<file path="src/rtl/alu_issue_stage_pkg.sv">
// Shared encodings and widths for the ALU operand-fetch/writeback stage.
package alu_issue_stage_pkg;

  localparam int DATA_W    = 8;
  localparam int REG_IDX_W = 2;
  localparam int NUM_REGS  = 4;

  typedef enum logic [1:0] {
    OP_ADD  = 2'b00,
    OP_ADDI = 2'b01,
    OP_MOV  = 2'b10,
    OP_SUB  = 2'b11
  } op_e;

  typedef enum logic [1:0] {
    S_IDLE = 2'd0,
    S_READ = 2'd1,
    S_EXEC = 2'd2
  } state_e;

  typedef struct packed {
    op_e                  op;
    logic [REG_IDX_W-1:0] rd;
    logic [REG_IDX_W-1:0] rs;
    logic [REG_IDX_W-1:0] rt;
  } instr_t;

endpackage

</file>
<file path="src/rtl/alu_issue_stage_regfile_4x8.sv">
// 4x8 register file: two combinational read ports, one synchronous write port.
module regfile_4x8
  import alu_issue_stage_pkg::*;
(
  input  logic                 clk,
  input  logic                 reset,
  input  logic                 we,
  input  logic [REG_IDX_W-1:0] waddr,
  input  logic [DATA_W-1:0]    wdata,
  input  logic [REG_IDX_W-1:0] raddr_a,
  output logic [DATA_W-1:0]    rdata_a,
  input  logic [REG_IDX_W-1:0] raddr_b,
  output logic [DATA_W-1:0]    rdata_b
);

  logic [DATA_W-1:0] rf_q [NUM_REGS];
  logic [DATA_W-1:0] rf_d [NUM_REGS];

  always_comb begin
    for (int unsigned i = 0; i < NUM_REGS; i++) begin
      rf_d[i] = rf_q[i];
    end
    if (we) begin
      rf_d[waddr] = wdata;
    end
  end

  always_ff @(posedge clk) begin
    if (reset) begin
      for (int unsigned i = 0; i < NUM_REGS; i++) begin
        rf_q[i] <= '0;
      end
    end else begin
      for (int unsigned i = 0; i < NUM_REGS; i++) begin
        rf_q[i] <= rf_d[i];
      end
    end
  end

  assign rdata_a = rf_q[raddr_a];
  assign rdata_b = rf_q[raddr_b];

endmodule

</file>
<file path="src/rtl/alu_issue_stage.sv">
// Operand fetch and writeback around an external 8-bit ALU; one instruction
// per three cycles (IDLE accept, READ operands, EXEC write-back).
module alu_issue_stage
  import alu_issue_stage_pkg::*;
(
  input  logic                 clk,
  input  logic                 reset,
  input  logic                 in_valid,
  input  logic [7:0]           in_instr,
  output logic                 in_ready,
  input  logic                 ext_we,
  input  logic [REG_IDX_W-1:0] ext_addr,
  input  logic [DATA_W-1:0]    ext_data,
  output logic [DATA_W-1:0]    alu_A,
  output logic [DATA_W-1:0]    alu_B,
  output logic                 alu_op,
  input  logic [DATA_W-1:0]    alu_S,
  output logic [DATA_W-1:0]    result,
  output logic [REG_IDX_W-1:0] result_rd,
  output logic                 result_valid
);

  state_e               state_q, state_d;
  instr_t               instr_q, instr_d;
  logic [DATA_W-1:0]    alu_a_q, alu_a_d;
  logic [DATA_W-1:0]    alu_b_q, alu_b_d;
  logic                 alu_op_q, alu_op_d;
  logic [DATA_W-1:0]    result_q, result_d;
  logic [REG_IDX_W-1:0] result_rd_q, result_rd_d;
  logic                 result_valid_q, result_valid_d;

  logic                 rf_we;
  logic [REG_IDX_W-1:0] rf_waddr;
  logic [DATA_W-1:0]    rf_wdata;
  logic [DATA_W-1:0]    rd_a, rd_b;

  regfile_4x8 u_rf (
    .clk     (clk),
    .reset   (reset),
    .we      (rf_we),
    .waddr   (rf_waddr),
    .wdata   (rf_wdata),
    .raddr_a (instr_q.rs),
    .rdata_a (rd_a),
    .raddr_b (instr_q.rt),
    .rdata_b (rd_b)
  );

  always_comb begin
    state_d        = state_q;
    instr_d        = instr_q;
    alu_a_d        = alu_a_q;
    alu_b_d        = alu_b_q;
    alu_op_d       = alu_op_q;
    result_d       = result_q;
    result_rd_d    = result_rd_q;
    result_valid_d = 1'b0;
    rf_we          = 1'b0;
    rf_waddr       = ext_addr;
    rf_wdata       = ext_data;

    unique case (state_q)
      S_IDLE: begin
        // External write shares the accept edge, so READ sees the new value.
        rf_we = ext_we;
        if (in_valid) begin
          instr_d = instr_t'(in_instr);
          state_d = S_READ;
        end
      end
      S_READ: begin
        alu_a_d  = rd_a;
        alu_op_d = 1'b0;
        unique case (instr_q.op)
          OP_ADD:  alu_b_d = rd_b;
          OP_ADDI: alu_b_d = {{(DATA_W-REG_IDX_W){1'b0}}, instr_q.rt};
          OP_MOV:  alu_b_d = '0;
          OP_SUB: begin
            alu_b_d  = rd_b;
            alu_op_d = 1'b1;
          end
        endcase
        state_d = S_EXEC;
      end
      S_EXEC: begin
        rf_we          = 1'b1;
        rf_waddr       = instr_q.rd;
        rf_wdata       = alu_S;
        result_d       = alu_S;
        result_rd_d    = instr_q.rd;
        result_valid_d = 1'b1;
        state_d        = S_IDLE;
      end
      default: state_d = S_IDLE;
    endcase
  end

  always_ff @(posedge clk) begin
    if (reset) begin
      state_q        <= S_IDLE;
      instr_q        <= '0;
      alu_a_q        <= '0;
      alu_b_q        <= '0;
      alu_op_q       <= 1'b0;
      result_q       <= '0;
      result_rd_q    <= '0;
      result_valid_q <= 1'b0;
    end else begin
      state_q        <= state_d;
      instr_q        <= instr_d;
      alu_a_q        <= alu_a_d;
      alu_b_q        <= alu_b_d;
      alu_op_q       <= alu_op_d;
      result_q       <= result_d;
      result_rd_q    <= result_rd_d;
      result_valid_q <= result_valid_d;
    end
  end

  assign in_ready     = (state_q == S_IDLE) && !reset;
  assign alu_A        = alu_a_q;
  assign alu_B        = alu_b_q;
  assign alu_op       = alu_op_q;
  assign result       = result_q;
  assign result_rd    = result_rd_q;
  assign result_valid = result_valid_q;

endmodule

</file>
<file path="config.mk">
export PLATFORM = sky130hd
export DESIGN_NAME = alu_issue_stage
export DESIGN_NICKNAME = d
export VERILOG_FILES = /design/src/rtl/alu_issue_stage_pkg.sv /design/src/rtl/alu_issue_stage_regfile_4x8.sv /design/src/rtl/alu_issue_stage.sv
export SDC_FILE = /design/constraint.sdc
export NUM_CORES = 1
export LEC_CHECK = 0
export ABC_CLOCK_PERIOD_IN_PS = 2900
export CORE_MARGIN = 2
export CORE_UTILIZATION = 56
export DETAILED_ROUTE_END_ITERATION = 7
export PLACE_DENSITY = 0.85
export SETUP_SLACK_MARGIN = 0.2
export SYNTH_ARGS = -nofsm -noshare
export SYNTH_HDL_FRONTEND = slang
export SYNTH_HIERARCHICAL = 1
export SYNTH_SLANG_ARGS = --single-unit
</file>
<file path="constraint.sdc">
create_clock -name clk -period 2.9 [get_ports clk]
set_clock_uncertainty 0.1 [all_clocks]
set_input_delay 0.58 -clock clk [delete_from_list [all_inputs] [get_ports clk]]
set_output_delay 0.58 -clock clk [all_outputs]
set_load 0.01 [all_outputs]
</file>
==> summary.txt <==
Outcome
  – Status: completed

Cells and area
  – Area Overhead vs Synth: 25.5%
  – Nets@finish: 411
  – Final core utilization: 72.2%
  – Most frequent cells in the layout: 80 x nand2_1, 70 x dfxtp_1, 57 x clkdlybuf4s50_1
  – Commonest non-fill, non-tap cell in the layout: nand2_1
  – Post-layout instance area: 3950 um2
  – Fillcell total: 426
  – N_diodes: 0
  – Share of cells above drive strength 1: under 10%

Detailed routing
  – Drc violations: 0
  – Post-DR wirelength/cell: 14.4 um
  – Vias: roughly 2,500
  – Final antenna-violating net count: 0
  – Via-to-Cell Ratio: 5.44
  – Drt first-iter violations: 159
  – Final WL: 6590 um
  – First drt pass iteration count: 4

Floorplan
  – Die area: 6240 um2
  – Rows: 27
  – Die Span Y: approximately 80 um
  – Ports: between 50 and 60
  – Initial Util: between 50% and 60%
  – CORE AREA: 5470 um2
  – Die W: 79.0 um

Global route
  – Number of global-route vias before repair: 2,246
  – First-pass GRT wire length: 10,700 um
  – Largest net degree at the start of global routing: 78
  – Tot GR Track Use: roughly 22%
  – Grt total ovfl: 0
  – Antenna violations before repair: 0

Place
  – Port-buffer cells: 58
  – GPL Wtd Cong: a little under 0.8
  – DP Area: 3720 um2
  – Placed wire-length estimate: roughly 4600 um

Logic synthesis
  – YS warnings: 6
  – Post-synth top area cell: dfxtp_1
  – Post-synthesis register bit count: 70
  – Top post-synthesis cells by area: dfxtp_1 44%, mux4_2 11%, mux2i_1 10%, nand2_1 9.5%, nand2b_1 8.3%
  – Syn nets: 361
  – Synthesized area: 3150 um2
  – Netlist cell types: 25
  – Post-Synthesis Cells: approximately 330
  – Sequential-to-total area share from yosys stat: roughly 44%
  – Mapped Avg Cell Area: ~9.6 um2
  – Top cell type's share of synthesized area: 44.5%

Timing
  – Final Hold Vio Count: 0
  – Final Hold Slack: about 0.35 ns
  – Max Freq: between 400 and 500 MHz
  – Setup TNS: 0 ns
  – RSZ-0062 raised after global routing: no
  – Final Cycle Share: 77.8%
  – Tmin final: 2.26 ns
  – Slew margin rel.: around 56%
  – Worst slew pin tran: 0.666 ns
  – Setup violators final: 0
  – Final slew viol count: 0

Worst setup path
  – Critical Path Max Stage Delay: 0.58 ns
  – R2R setup slack: 0.79 ns
  – CP Cell Sequence: nor3_1 -> clkdlybuf4s50_1
  – Worst EP arrival: 1.58 ns
  – Critical Path End: in_ready
  – Worst reg2reg endpoint: u_rf/rf_q[0][7]
  – Slowest CP cell: clkdlybuf4s50_1
  – Crit path max fanout: 8
  – CP Data Required Time: between 2 and 2.5 ns
  – Reg-to-reg critical path startpoint: state_q[1]
  – CP endpoint kind: output pin
  – Critical path class: flop to output pin
  – Worst Setup Start Kind: flop
  – R2r worst-path depth: 6
  – Critical path origin: state_q[1]

Clock network
  – Clock latency on the worst-skew pair: 0.33 ns
  – Hold Buf Count CTS: 0
  – CTS Buf Count: 9
  – Root buf cell: clkbuf_8
  – CTS Sinks: 70
  – CTS tree: done
  – Reg clk slew, reported paths: ~0.07 ns
  – Setup bufs post-CTS: 0
  – Clk buf depth: 2
  – H-tree levels: 3
  – Post-CTS Resized: 0

Worst hold path
  – Hold Path Class: flop to flop

Pwr
  – PwrDens: 547 nW/um2
  – Max VDD drop: 365 uV
  – Static Leak: approximately 1.6 nW

Job
  – Max Cap Viol: 0
-- worst min-delay path by stage --
| stage | from | to | slack, ns | depth (start not counted) |
|---|---|---|---|---|
| floorplan | instr_q[2] | instr_q[2] | 0.33 | 2 |
| global placement | alu_B[5] | alu_B[5] | 0.34 | 2 |
| CTS | alu_B[6] | alu_B[6] | 0.35 | 2 |
| detailed placement | alu_B[6] | alu_B[6] | 0.34 | 2 |
| global route | alu_A[6] | alu_A[6] | 0.38 | 2 |
| finish | alu_B[4] | alu_B[4] | 0.35 | 2 |
-- metal layers --
layer,vias to the layer above,track usage (%),wire [um]
li1,1216,-,-
met1,1163,30.7,3040
met2,92,33.1,3010
met3,10,6.25,447
met4,0,8.28,91
met5,-,0,0
-- worst max-delay path: cells and delay by family, from the launching register on --
kind | cells | cell delay (ns)
buffers and inverters | 1 | 0.58
flip-flops | 1 | 0.40
AND/OR/NAND/NOR | 1 | 0.27
-- report_power, final --
| group | leakage, nW | internal, mW | switching [mW] |
|---|---|---|---|
| clock | 0.120 | 0.554 | 0.345 |
| sequential | 0.568 | 0.996 | 0.0359 |
| combinational | 0.881 | 0.126 | 0.107 |
| total | 1.57 | 1.68 | 0.488 |
-- through the flow --
stage / std cells / worst slack (ns) / power (mW)
2_1_floorplan: 329 / 1.17 / 1.20
3_3_place_gp: 440 / 0.572 / 1.28
3_5_place_dp: 440 / 0.525 / 1.28
4_1_cts: 456 / 0.638 / 2.18
5_1_grt: 456 / 0.566 / 2.25
6_report: 456 / 0.644 / 2.16
-- area by class of cell --
cell class | instances | area, um2 | share of cell area (%)
clock buffers | 13 | 169 | 4.27
clock inverters | 3 | 65.1 | 1.65
inverters | 1 | 3.75 | 0.0949
multi-input cells | 235 | 1620 | 40.9
flip-flops and latches | 70 | 1400 | 35.4
well taps | 72 | 90.1 | 2.28
repair buffers | 62 | 606 | 15.3
-- synthesized netlist by cell type --
cell type,n
mux2i_1,32
nand2b_1,42
mux4_2,16
inv_1,1
nor3_1,2
nand3_1,7
nand2_1,80
clkbuf_1,6
or3b_1,2
buf_6,3
a21oi_1,34
nor2b_1,2
and2b_1,1
a221oi_1,1
nor2_1,6
buf_2,11
and2_1,1
and3b_1,2
nand3b_1,3
ha_1,2
dfxtp_1,70
nor3b_2,1
buf_4,1
buf_1,2
a211oi_1,1
-- state kept, by name (all words and copies together), names as in the netlist --
register,flops
alu_B,8
u_rf/rf_q,32
result_rd,2
alu_op,1
state_q,2
result,8
result_valid,1
alu_A,8
instr_q,8
-- cell families (layout without fill, tap and decap cells) --
kind of cell,after synthesis,in the layout,synth area share [%]
and+or+nand+nor,149,149,23.1
DFF,70,70,44.5
muxes,48,48,21.6
AOI/OAI and AO/OA,36,36,5.92
buffers and inverters,24,79,4.13
adders and majority gates,2,2,0.794
No activity file was read; power rests on OpenSTA's default activity.
